$ cat src/rtl/reg_bank_wr_arbiter.sv
// Register bank shared by N_REQ writers: arbitrate, capture, commit one write per transaction; combinational read port.
// Build option RR_ARB_EN: round-robin arbitration; undefined gives fixed priority (requester 0 highest).
module reg_bank_wr_arbiter #(
   parameter  int WIDTH = 16,
   parameter  int DEPTH = 8,
   parameter  int N_REQ = 4,
   localparam int AW    = $clog2(DEPTH),
   localparam int IW    = $clog2(N_REQ)
) (
   input  logic                   clk,
   input  logic                   rst_n,
   input  logic [N_REQ-1:0]       req_valid,
   input  logic [N_REQ*AW-1:0]    req_addr,
   input  logic [N_REQ*WIDTH-1:0] req_data,
   output logic [N_REQ-1:0]       req_ready,
   input  logic [AW-1:0]          rd_addr,
   output logic [WIDTH-1:0]       rd_data,
   output logic                   busy,
   output logic                   wr_done,
   output logic [IW-1:0]          wr_id
);

   typedef enum logic {IDLE = 1'b0, COMMIT = 1'b1} state_t;

   state_t            state_reg;
   logic [AW-1:0]     cap_addr_reg;
   logic [WIDTH-1:0]  cap_data_reg;
   logic [IW-1:0]     cap_id_reg;
   logic              wr_done_reg;
   logic [IW-1:0]     wr_id_reg;
   logic [WIDTH-1:0]  bank_reg [DEPTH];
   logic [DEPTH-1:0]  bank_we;

   logic              grant_found;
   logic [IW-1:0]     grant_idx;

`ifdef RR_ARB_EN
   logic [IW-1:0]     rr_ptr_reg;
   logic [IW-1:0]     rr_ptr_next;
   logic [IW:0]       scan_idx;

   // Scan rr_ptr, rr_ptr+1, ... modulo N_REQ (N_REQ need not be a power of 2)
   always_comb begin
      grant_found = 1'b0;
      grant_idx   = '0;
      scan_idx    = '0;
      for (int j = 0; j < N_REQ; j++) begin
         scan_idx = {1'b0, rr_ptr_reg} + (IW+1)'(j);
         if (scan_idx >= (IW+1)'(N_REQ))
            scan_idx = scan_idx - (IW+1)'(N_REQ);
         if (!grant_found && req_valid[scan_idx[IW-1:0]]) begin
            grant_found = 1'b1;
            grant_idx   = scan_idx[IW-1:0];
         end
      end
   end

   assign rr_ptr_next = (grant_idx == IW'(N_REQ-1)) ? '0 : grant_idx + 1'b1;
`else
   // Descending scan: the lowest valid index is assigned last and wins
   always_comb begin
      grant_found = 1'b0;
      grant_idx   = '0;
      for (int j = N_REQ-1; j >= 0; j--) begin
         if (req_valid[j]) begin
            grant_found = 1'b1;
            grant_idx   = IW'(j);
         end
      end
   end
`endif

   // Ready is held low while reset is asserted even though the winner logic is combinational
   assign req_ready = (rst_n && (state_reg == IDLE) && grant_found)
                      ? ({{(N_REQ-1){1'b0}}, 1'b1} << grant_idx) : '0;

   always_ff @(posedge clk or negedge rst_n) begin
      if (!rst_n) begin
         state_reg    <= IDLE;
         cap_addr_reg <= '0;
         cap_data_reg <= '0;
         cap_id_reg   <= '0;
         wr_done_reg  <= 1'b0;
         wr_id_reg    <= '0;
`ifdef RR_ARB_EN
         rr_ptr_reg   <= '0;
`endif
      end else begin
         case (state_reg)
            IDLE: begin
               wr_done_reg <= 1'b0;
               if (grant_found) begin
                  cap_addr_reg <= req_addr[grant_idx*AW +: AW];
                  cap_data_reg <= req_data[grant_idx*WIDTH +: WIDTH];
                  cap_id_reg   <= grant_idx;
                  state_reg    <= COMMIT;
`ifdef RR_ARB_EN
                  rr_ptr_reg   <= rr_ptr_next;
`endif
               end
            end
            COMMIT: begin
               wr_done_reg <= 1'b1;
               wr_id_reg   <= cap_id_reg;
               state_reg   <= IDLE;
            end
            default: state_reg <= IDLE;
         endcase
      end
   end

   generate
      for (genvar gi = 0; gi < DEPTH; gi++) begin : g_bank_we
         assign bank_we[gi] = (state_reg == COMMIT) && (cap_addr_reg == AW'(gi));
      end
   endgenerate

   always_ff @(posedge clk or negedge rst_n) begin
      if (!rst_n) begin
         for (int k = 0; k < DEPTH; k++)
            bank_reg[k] <= '0;
      end else begin
         for (int k = 0; k < DEPTH; k++)
            if (bank_we[k])
               bank_reg[k] <= cap_data_reg;
      end
   end

   assign rd_data = bank_reg[rd_addr];
   assign busy    = (state_reg == COMMIT);
   assign wr_done = wr_done_reg;
   assign wr_id   = wr_id_reg;

endmodule
$ cat config.mk
export PLATFORM = sky130hd
export DESIGN_NAME = reg_bank_wr_arbiter
export DESIGN_NICKNAME = d
export VERILOG_FILES = /design/src/rtl/reg_bank_wr_arbiter.sv
export SDC_FILE = /design/constraint.sdc
export NUM_CORES = 1
export LEC_CHECK = 0
export BUFFER_PORTS_ARGS = -buffer_cell sky130_fd_sc_hd__buf_2
export CORE_MARGIN = 2
export CORE_UTILIZATION = 40
export DETAILED_ROUTE_END_ITERATION = 7
export MAX_ROUTING_LAYER = met4
export PLACE_DENSITY = 0.6
export SYNTH_ARGS = -nofsm -noshare
export SYNTH_HDL_FRONTEND = slang
export SYNTH_SLANG_ARGS = --single-unit
$ cat constraint.sdc
create_clock -name clk -period 1.79 [get_ports clk]
set_input_delay 0.2685 -clock clk [delete_from_list [all_inputs] [get_ports clk]]
set_output_delay 0.2685 -clock clk [all_outputs]
set_load 0.03 [all_outputs]
==> results of run 1 <==
==> metal layers <==
metal / part of all wire (%) / routed length, um
met5: 0 / 0
met4: 1.3 / 225
met3: 3.4 / 600
met2: 48 / 8430
met1: 48 / 8420
==> Yosys cell counts, types with 2 or more instances <==
master,number
dfrtp_1,153
mux2_2,145
mux4_2,32
a21oi_1,30
clkbuf_1,23
inv_1,21
o21ai_0,21
and3b_1,20
nor2b_1,20
a22o_1,19
a31oi_1,19
nand3b_1,19
a21oi_2,10
buf_2,8
buf_6,7
buf_4,6
nor2_1,5
buf_1,3
nand4b_2,3
nand2_1,2
nor3b_4,2
==> worst max-delay path: stages, from the launching register on <==
cell and delay, ns:
dfrtp_1 0.39, mux4_2 0.48, mux2_4 0.30, buf_6 0.14
==> per-stage QoR <==
step	setup slack [ns]	utilization, %	hold slack (ns)
6_report	-0.204	50.0	0.0251
4_1_cts	-0.224	49.8	0.0619
3_5_place_dp	-0.0879	45.5	0.485
5_1_grt	-0.239	50.0	0.0592
3_3_place_gp	-0.0813	45.5	0.468
2_1_floorplan	0.0116	-	-0.0271
==> power breakdown <==
group	switching (mW)	internal (mW)
Clock	1.37	2.54
Sequential	1.14	5.10
Combinational	1.92	3.06
Total	4.43	10.7
==> timing repair <==
action	CTS	global route
setup endpoints to repair	20	18
buffers inserted	2	5
hold endpoints to repair	0	0
resized for setup	50	2
==> path summary, 6_finish.rpt <==
| check | start | end | slack (ns) | depth (start not counted) |
|---|---|---|---|---|
| worst min register to register | cap_id_reg[1]$_DFFE_PN0P_ | cap_id_reg[1]$_DFFE_PN0P_ | 0.50 | 1 |
| worst max register to register | cap_addr_reg[2]$_DFFE_PN0P_ | bank_reg[122]$_DFFE_PN0P_ | 0.19 | 4 |
| min in group clk | req_valid[1] | cap_id_reg[0]$_DFFE_PN0P_ | 0.14 | 2 |
| max in group asynchronous | rst_n | busy$_DFF_PN0_ | 1.16 | 2 |
| worst min-delay path | rst_n | bank_reg[121]$_DFFE_PN0P_ | 0.03 | 2 |
| worst max-delay path | bank_reg[77]$_DFFE_PN0P_ | rd_data[13] | -0.20 | 3 |
==> cell usage in the layout (no fill, tap or decap), drive strengths merged, types with 2 or more instances in the layout <==
| master | synthesis | final |
|---|---|---|
| clkinv | 0 | 4 |
| bufinv | 0 | 5 |
| inv | 21 | 21 |
| mux2 | 145 | 145 |
| a22o | 19 | 19 |
| buf | 25 | 141 |
| a31oi | 19 | 19 |
| nor2b | 20 | 20 |
| dfrtp | 153 | 153 |
| nor3b | 2 | 2 |
| nand3b | 19 | 19 |
| nor2 | 5 | 5 |
| clkinvlp | 0 | 3 |
| nor3 | 2 | 2 |
| and3b | 20 | 20 |
| clkbuf | 23 | 21 |
| nand4b | 3 | 3 |
| a21oi | 40 | 40 |
| mux4 | 32 | 32 |
| o21ai | 21 | 21 |
| nand2 | 2 | 2 |
==> final cells by class <==
type	count	area [um^2]
clock inverters	12	196
well taps	265	332
fillers	1695	9660
inverters	21	78.8
multi-input cells	357	3710
clock buffers	20	457
flip-flops and latches	153	3830
repair buffers	142	1070
==> cells by family after synthesis <==
kind of cell / count (synthesis) / synth area share [%]
buffers and inverters: 69 / 4.61
flip-flops: 153 / 48.9
AO/OA/AOI/OAI: 101 / 8.23
AND/OR/NAND/NOR: 79 / 8.16
multiplexers: 177 / 30.1
==> metrics.md, run 1 <==
| Metric | Value |
|---|---|
| Synth Flop Type | dfrtp_1 |
| Core area | between 15000 and 20000 um^2 |
| Iter 0 DRT Violations | between 150 and 200 |
| Clock Sinks | about 150 |
| TNS Setup | -2.77 ns |
| Post-route cell area | between 9000 and 10000 um^2 |
| Rel. slew slack | between 40% and 50% |
| Post-route setup slack | -0.204 ns |
| GRT met3 Usage | ~3.4% |
| Largest net degree at the start of global routing | around 150 |
| Grt ovf | 0 |
| Tmin final | between 1.5 and 2 ns |
| FP Rows | between 50 and 60 |
| Chip height | 144 um |
| Main area contributors after synthesis | dfrtp_1 49%, mux2_2 21%, mux4_2 9.2% |
| HP Class | in2async |
| Worst-path clk slew | roughly 0.060 ns |
| Clock Latency Late Sink | 0.42 ns |
| Unique masters post-synth | 32 |
| Port Buffers | 108 |
| TritonCTS clock tree | yes |
| Fin cells | 970 |
| Cells after DPL | roughly 930 |
| Post-CTS Hold Fix Bufs | 0 |
| Max_cap viols | 0 |
| Async SR Flop Fraction | 100% |
| Slew @ Worst Pin | between 0.8 and 0.9 ns |
| Total wire length | approximately 18000 um |
| Final ANT Viol Nets | 0 |
| Post-synth EDFFs | 0 |
| Mapped Cells | between 500 and 600 |
| Final hold violation count | 0 |
| Most Crowded Layer GR | met2 |
| Syn_area_per_cell | between 10 and 15 um^2 |
| Layout cells sized above 1 | about 53% |
| DRC errors left | 0 |
| CTS root buf | clkbuf_16 |
| Final Skew | roughly 0.0063 ns |
| Die area | ~21000 um^2 |
| Critical Path RT | 1.52 ns |
| Synth top area share | between 40% and 50% |
| Chip width | about 140 um |
| Status | finished with violations |
| Initial Util | roughly two fifths |
| Worst Path Max Fanout | 2 |
| Final Wtd Congestion | 0.803 |
| Post-DP HPWL | 12000 um |
| Syn Nets | between 600 and 700 |
| Seq cells post-synth | around 150 |
| Biggest area consumer among synthesized cells | dfrtp_1 |
| H-tree level count | 4 |
| Ys Warns | 0 |
| Area grow syn2layout | 23.6% |
| Largest register FFs | between 100 and 150 |
| VDD IR max | approximately 0.62 mV |
| Placed Area | between 8000 and 9000 um^2 |
| Avg WL per Cell | approximately 18 um |
| Total number of vias | between 5k and 6k |
| Startpoint types | flip-flop |
| Fmax | approximately 500 MHz |
| WS Path Type | reg2out |
| Total CTS buffers | 17 |
| CP Capture Type | output pin |
| Met2 GRT Util | 30.1% |
| Antenna violations before repair | 0 |
| Nets | between 700 and 800 |
| Arr. time, crit path | between 1.5 and 2 ns |
| Synth Cell Area | 7830 um^2 |
| ANT cells | 0 |
| Number of global-route vias before repair | ~5.4k |
| DR vias/cell | 5.24 |
| PwrDens | between 1500 and 2000 nW/um^2 |
| Clk buf depth | 2 |
| RSZ-0062 raised after global routing | yes |
| Grt met1 use | between 20% and 30% |
| Final Slew Violations | 0 |
| Total chip power | 15.1 mW |
| First-pass GRT wire length | between 20000 and 30000 um |
| Failing checks | negative setup slack |
| Sequential share of the synthesized area | 48.9% |
| Drt first pass iters | 4 |
| Final setup vio count | 16 |
| Leak | about 4.2 nW |
| Fin crit share | 111% |
| # IOs | 109 |
| Gr usage total | 19.0% |
No activity file was read; power rests on OpenSTA's default activity.
==> inputs of run 2 (changes only) <==
--- a/config.mk
+++ b/config.mk
@@ -8,6 +8,7 @@
 export BUFFER_PORTS_ARGS = -buffer_cell sky130_fd_sc_hd__buf_2
 export CORE_MARGIN = 2
 export CORE_UTILIZATION = 40
+export CTS_BUF_LIST = sky130_fd_sc_hd__clkbuf_8
 export DETAILED_ROUTE_END_ITERATION = 7
 export MAX_ROUTING_LAYER = met4
 export PLACE_DENSITY = 0.6
==> run 2 against run 1 <==
The run ends with negative hold slack, negative setup slack left. Register-to-register slack got worse by 0.02 ns. Sequential share of layout area grew 0.83 points. Setup slack got worse by 0.019 ns. Non-clock buffer count fell by 1. Core utilization fell by 1.0 points. Sequential cell count is the same. Fmax down 0.95%. First-iteration DRC count increased by 3.0%. Cell count fell by 0.10%. Largest cell class unchanged. Highest routed layer unchanged.
==> metrics.md, run 2 (same netlist as run 1, synthesis figures left out) <==
| Metric | Value |
|---|---|
| Multi-input gate area | 3710 um^2 (unchanged) |
| Final setup vio count | 16 (unchanged) |
| Post-DP HPWL | 12000 um (unchanged) |
| Chip height | 144 um (unchanged) |
| Slew @ Worst Pin | 0.806 ns (-0.000333 ns) |
| Final ANT Viol Nets | 0 (unchanged) |
| Layout cells sized above 1 | 52.7% (-0.067 points) |
| Post-route setup slack | -0.223 ns (-0.0190 ns) |
| ANT cells | 0 (unchanged) |
| Grt ovf | 0 (unchanged) |
| Iter 0 DRT Violations | 172 (+3.0%) |
| Port Buffers | 108 (unchanged) |
| Number of global-route vias before repair | 5373 (-0.54%) |
| CP Capture Type | output pin |
| TNS Setup | -3.14 ns (-0.361 ns) |
| Arr. time, crit path | 1.74 ns (about the same) |
| Final hold violation count | 13 (+13) |
| Setup WS pre-CTS | -0.0879 ns (unchanged) |
| M1 WL | 8260 um (-2.0%) |
| Fin cells | 969 (-0.10%) |
| Total wire length | 17500 um (-1.2%) |
| DR WL met3 | 652 um (+8.7%) |
| First-pass GRT wire length | 28600 um (-1.1%) |
| Initial Util | 40.5% (unchanged) |
| Area grow syn2layout | 21.0% |
| Final Wtd Congestion | 0.803 (unchanged) |
| Max_cap viols | 0 (unchanged) |
| Worst-path clk slew | 0.08 ns (+0.02 ns) |
| Worst Path Max Fanout | 2 (unchanged) |
| TritonCTS clock tree | yes |
| Avg WL per Cell | 18.0 um (-1.1%) |
| HP Class | in2async |
| Tmin final | 2.01 ns (+0.0190 ns) |
| Post-CTS Hold Fix Bufs | 0 (unchanged) |
| DR top layer | met4 |
| CP max stage cell | mux4_2 |
| Critical Path Max Stage Delay | 0.48 ns (about the same) |
| Critical Path RT | 1.52 ns (about the same) |
| Post-Route Hold Slack | -0.0230 ns (-0.0481 ns) |
| Drt first pass iters | 4 (unchanged) |
| Startpoint types | flip-flop |
| CTS root buf | clkbuf_8 |
| Total number of vias | 5068 (-0.33%) |
| Fmax | 497 MHz (-0.95%) |
| Met2 wire len | 8380 um (-0.68%) |
| Most frequent cells in the layout | 152 x dfrtp_1, 129 x mux2_2, 90 x buf_2, 32 x mux4_2, 30 x a21oi_1 |
| Reg area | 3830 um^2 (unchanged) |
| # IOs | 109 (unchanged) |
| VDD IR max | 0.547 mV (-12%) |
| Commonest non-fill, non-tap cell in the layout | dfrtp_1 |
| Gr usage total | 18.7% (-0.26 points) |
| DR vias/cell | 5.23 (-0.23%) |
| Core area | 19300 um^2 (unchanged) |
| Cells after DPL | 931 (unchanged) |
| Total CTS buffers | 17 (unchanged) |
| Clk buf depth | 2 (unchanged) |
| Chip width | 144 um (unchanged) |
| Leak | 4.10 nW (-2.1%) |
| Final Slew Violations | 0 (unchanged) |
| H-tree level count | 4 (unchanged) |
| CP Cell Sequence | mux4_2 -> mux2_4 -> buf_6 |
| Clock Latency Late Sink | 0.44 ns (+0.02 ns) |
| Failing checks | negative hold slack, negative setup slack |
| DRC errors left | 0 (unchanged) |
| Largest net degree at the start of global routing | 154 (unchanged) |
| Final Skew | 0.00873 ns (+0.00238 ns) |
| RSZ-0062 raised after global routing | yes |
| Fillers | 1727 (+1.9%) |
| Die area | 20700 um^2 (unchanged) |
| FP Rows | 51 (unchanged) |
| Antenna violations before repair | 0 (unchanged) |
| Nets | 776 (-0.13%) |
| Rel. slew slack | 46.2% (about the same) |
| CP delay by family, top | multiplexers |
| PwrDens | 1490 nW/um^2 (-4.5%) |
| WS Path Type | reg2out |
| Fin crit share | 112% (+1.1 points) |
| Status | finished with violations |
| Largest register FFs | 128 (unchanged) |
| Clock Sinks | 153 (unchanged) |
| Bufs and invs on worst path | 1 (unchanged) |
run 2: worst register-to-register path: cells and delay by family, from the launching register on:
kind / cells / cell delay [ns]
muxes: 1 / 0.36
buffers and inverters: 2 / 0.43
DFF: 1 / 0.52
and+or+nand+nor: 1 / 0.20
run 2: path summary, 6_finish.rpt:
| path | start | end | slack, ns | cells past startpoint |
|---|---|---|---|---|
| worst max-delay path | bank_reg[95]$_DFFE_PN0P_ | rd_data[15] | -0.22 | 3 |
| min in group clk | req_valid[1] | cap_id_reg[0]$_DFFE_PN0P_ | 0.12 | 2 |
| worst min register to register | cap_id_reg[1]$_DFFE_PN0P_ | cap_id_reg[1]$_DFFE_PN0P_ | 0.50 | 1 |
| max in group asynchronous | rst_n | busy$_DFF_PN0_ | 1.18 | 2 |
| worst min-delay path | rst_n | bank_reg[121]$_DFFE_PN0P_ | -0.02 | 2 |
| worst max register to register | cap_addr_reg[2]$_DFFE_PN0P_ | bank_reg[122]$_DFFE_PN0P_ | 0.17 | 4 |
run 2: power by group:
| group | total [mW] | switching (mW) | internal [mW] |
|---|---|---|---|
| logic | 4.96 | 1.91 | 3.05 |
| clock network | 2.96 | 1.24 | 1.72 |
| registers | 6.23 | 1.14 | 5.09 |
| total | 14.1 | 4.29 | 9.86 |
run 2: through the flow:
step | power [mW] | area [um^2] | utilization (%)
after floorplan | 9.33 | 7830 | -
after global placement | 10.5 | 8790 | 45.5
after detailed placement | 10.8 | 8790 | 45.5
after CTS | 14.2 | 9440 | 48.8
after global routing | 15.0 | 9470 | 49.0
final | 14.1 | 9470 | 49.0
run 2: layer usage:
metal | up-vias | global-route usage, %
li1 | 2376 | -
met1 | 2554 | 24.9
met2 | 121 | 29.9
met3 | 17 | 3.53
met4 | 0 | 4.49
met5 | - | -
run 2: what timing repair did:
item,CTS,global route
gates resized for setup,50,3
endpoints found under the setup margin,20,18
gates cloned,0,0
buffers inserted,3,3
run 2: cell type report:
cell class | count | area share (%)
tap | 265 | 3.50
multi-input combinational | 357 | 39.2
inverter | 21 | 0.832
clock inverter | 13 | 2.11
clock buffer | 19 | 2.76
timing repair buffer | 141 | 11.2
sequential | 153 | 40.4
==> inputs of run 3 (changes only) <==
--- a/config.mk
+++ b/config.mk
@@ -12,6 +12,7 @@
 export DETAILED_ROUTE_END_ITERATION = 7
 export MAX_ROUTING_LAYER = met4
 export PLACE_DENSITY = 0.6
+export RECOVER_POWER = 50
 export SYNTH_ARGS = -nofsm -noshare
 export SYNTH_HDL_FRONTEND = slang
 export SYNTH_SLANG_ARGS = --single-unit
==> run 3 against run 2 <==
The flow finishes with violations (negative setup slack). Design area shrank 0.29%. Clock power is essentially flat. Fmax rose by 0.14%. Setup slack improved by 0.0028 ns. Die area unchanged. Critical path type unchanged. Register-to-register slack barely moved. Count of clock-buffer cells in the layout unchanged.
==> metrics.md, run 3 (same netlist as run 1, synthesis figures left out) <==
| Metric | Value |
|---|---|
| Total chip power | 14.1 mW (-0.30%) |
| Total wire length | 17400 um (-0.51%) |
| Drt first pass iters | 4 (unchanged) |
| Chip height | 144 um (unchanged) |
| Worst Path Max Fanout | 2 (unchanged) |
| Final setup vio count | 17 (+1) |
| Critical Path Max Stage Delay | 0.48 ns (about the same) |
| Most frequent cells in the layout | 152 x dfrtp_1, 129 x mux2_2, 90 x buf_2, 32 x mux4_2, 30 x a21oi_1 |
| Fin crit share | 112% (-0.16 points) |
| Commonest non-fill, non-tap cell in the layout | dfrtp_1 |
| H-tree level count | 4 (unchanged) |
| RSZ-0062 raised after global routing | yes |
| Clock Latency Late Sink | 0.44 ns (about the same) |
| Final hold violation count | 0 (-13) |
| CP Cell Sequence | mux4_2 -> mux2_4 -> buf_6 |
| Initial Util | 40.5% (unchanged) |
| Port Buffers | 108 (unchanged) |
| Die area | 20700 um^2 (unchanged) |
| Iter 0 DRT Violations | 184 (+7.0%) |
| Slew @ Worst Pin | 1.35 ns (+0.549 ns) |
| Leak | 4.08 nW (-0.47%) |
| Post-DP HPWL | 12000 um (unchanged) |
| Post-CTS Hold Fix Bufs | 0 (unchanged) |
| Number of global-route vias before repair | 5373 (unchanged) |
| Antenna violations before repair | 0 (unchanged) |
| Post-route setup slack | -0.220 ns (+0.00283 ns) |
| PwrDens | 1490 nW/um^2 (about the same) |
| VDD IR max | 0.546 mV (-0.18%) |
| Clock Sinks | 153 (unchanged) |
| Rel. slew slack | 9.67% (-37 points) |
| Layout cells sized above 1 | 52.1% (-0.57 points) |
| Critical Path RT | 1.52 ns (about the same) |
| Largest register FFs | 128 (unchanged) |
| Final Slew Violations | 0 (unchanged) |
| ANT cells | 0 (unchanged) |
| Fillers | 1734 (+0.41%) |
| Final ANT Viol Nets | 0 (unchanged) |
| Nets | 776 (unchanged) |
| Fmax | 497 MHz (+0.14%) |
| Area grow syn2layout | 20.7% |
| DRC errors left | 0 (unchanged) |
| Util after Layout | 48.8% (-0.14 points) |
| Gr usage total | 18.7% (unchanged) |
| Worst-path clk slew | 0.08 ns (about the same) |
| WS Path Type | reg2out |
| First-pass GRT wire length | 28600 um (unchanged) |
| Largest net degree at the start of global routing | 154 (unchanged) |
| DR vias/cell | 5.22 (-0.14%) |
| CTS root buf | clkbuf_8 |
| # IOs | 109 (unchanged) |
| Fin cells | 969 (unchanged) |
| HP Class | in2reg |
| Tmin final | 2.01 ns (-0.00283 ns) |
| TritonCTS clock tree | yes |
| Startpoint types | flip-flop |
| Grt ovf | 0 (unchanged) |
| Arr. time, crit path | 1.74 ns (about the same) |
| Max_cap viols | 0 (unchanged) |
| Status | finished with violations |
| Core area | 19300 um^2 (unchanged) |
| Total CTS buffers | 17 (unchanged) |
| Final Wtd Congestion | 0.803 (unchanged) |
| Post-Route Hold Slack | 0.119 ns (+0.142 ns) |
| Placed Area | 8790 um^2 (unchanged) |
| Post-route cell area | 9440 um^2 (-0.29%) |
| Failing checks | negative setup slack |
| CP Capture Type | output pin |
| Total number of vias | 5061 (-0.14%) |
| Avg WL per Cell | 17.9 um (-0.51%) |
| Final Skew | 0.0105 ns (+0.00173 ns) |
| CP max stage cell | mux4_2 |
| Cells after DPL | 931 (unchanged) |
| Chip width | 144 um (unchanged) |
| Clk buf depth | 2 (unchanged) |
| FP Rows | 51 (unchanged) |
-- run 3: cell types whose count changed in the layout (fill, tap and decap cells not counted), sizes merged --
cell | previous run | this run
buf | 141 | 137
clkbuf | 19 | 23
-- run 3: what timing repair did --
item,in CTS,in global routing
resized for setup,50,3
hold endpoints to repair,0,0
buffers inserted,3,3
setup endpoints to repair,20,18
-- run 3: path summary, 6_finish.rpt --
kind	start	endpoint	slack [ns]	cells after the start
max	bank_reg[95]$_DFFE_PN0P_	rd_data[15]	-0.22	3
min	req_valid[1]	cap_id_reg[0]$_DFFE_PN0P_	0.12	2
max reg2reg	busy$_DFF_PN0_	bank_reg[61]$_DFFE_PN0P_	0.16	5
min reg2reg	cap_id_reg[1]$_DFFE_PN0P_	cap_id_reg[1]$_DFFE_PN0P_	0.50	1
max in group asynchronous	rst_n	busy$_DFF_PN0_	0.39	2
min in group asynchronous	rst_n	bank_reg[121]$_DFFE_PN0P_	0.40	2
-- run 3: routing by layer --
metal	vias to the layer above	share of wire (%)	GRT usage, %
met5	-	0	-
met4	0	1.0	4.49
met3	16	4.1	3.53
met2	120	48	29.9
met1	2551	47	24.9
li1	2374	-	-
-- run 3: layout make-up --
class                      instances  area [um^2]  area share (%)
clock inverter                    13          200            2.12
clock buffer                      19          262            2.77
tap                              265          332            3.51
multi-input combinational        357         3710            39.3
inverter                          21         78.8           0.835
timing repair buffer             141         1030            10.9
sequential                       153         3830            40.6
-- run 3: report_power, final --
part           switching (mW)  total (mW)  internal [mW]  leakage (nW)
Sequential               1.13        6.22           5.09          1.75
Clock                    1.23        2.95           1.72         0.229
Combinational            1.91        4.94           3.03          2.10
-- run 3: per-stage QoR --
step / setup TNS [ns] / worst slack (ns)
after floorplan: 0 / 0.0116
after global placement: -0.896 / -0.0813
after CTS: -3.64 / -0.237
after detailed placement: -0.989 / -0.0879
after global routing: -4.51 / -0.282
final: -3.20 / -0.220
-- run 3: critical path: cells and delay by family (launching register included) --
family / cells / cell delay, ns
DFF: 1 / 0.39
muxes: 2 / 0.77
buffers and inverters: 1 / 0.14
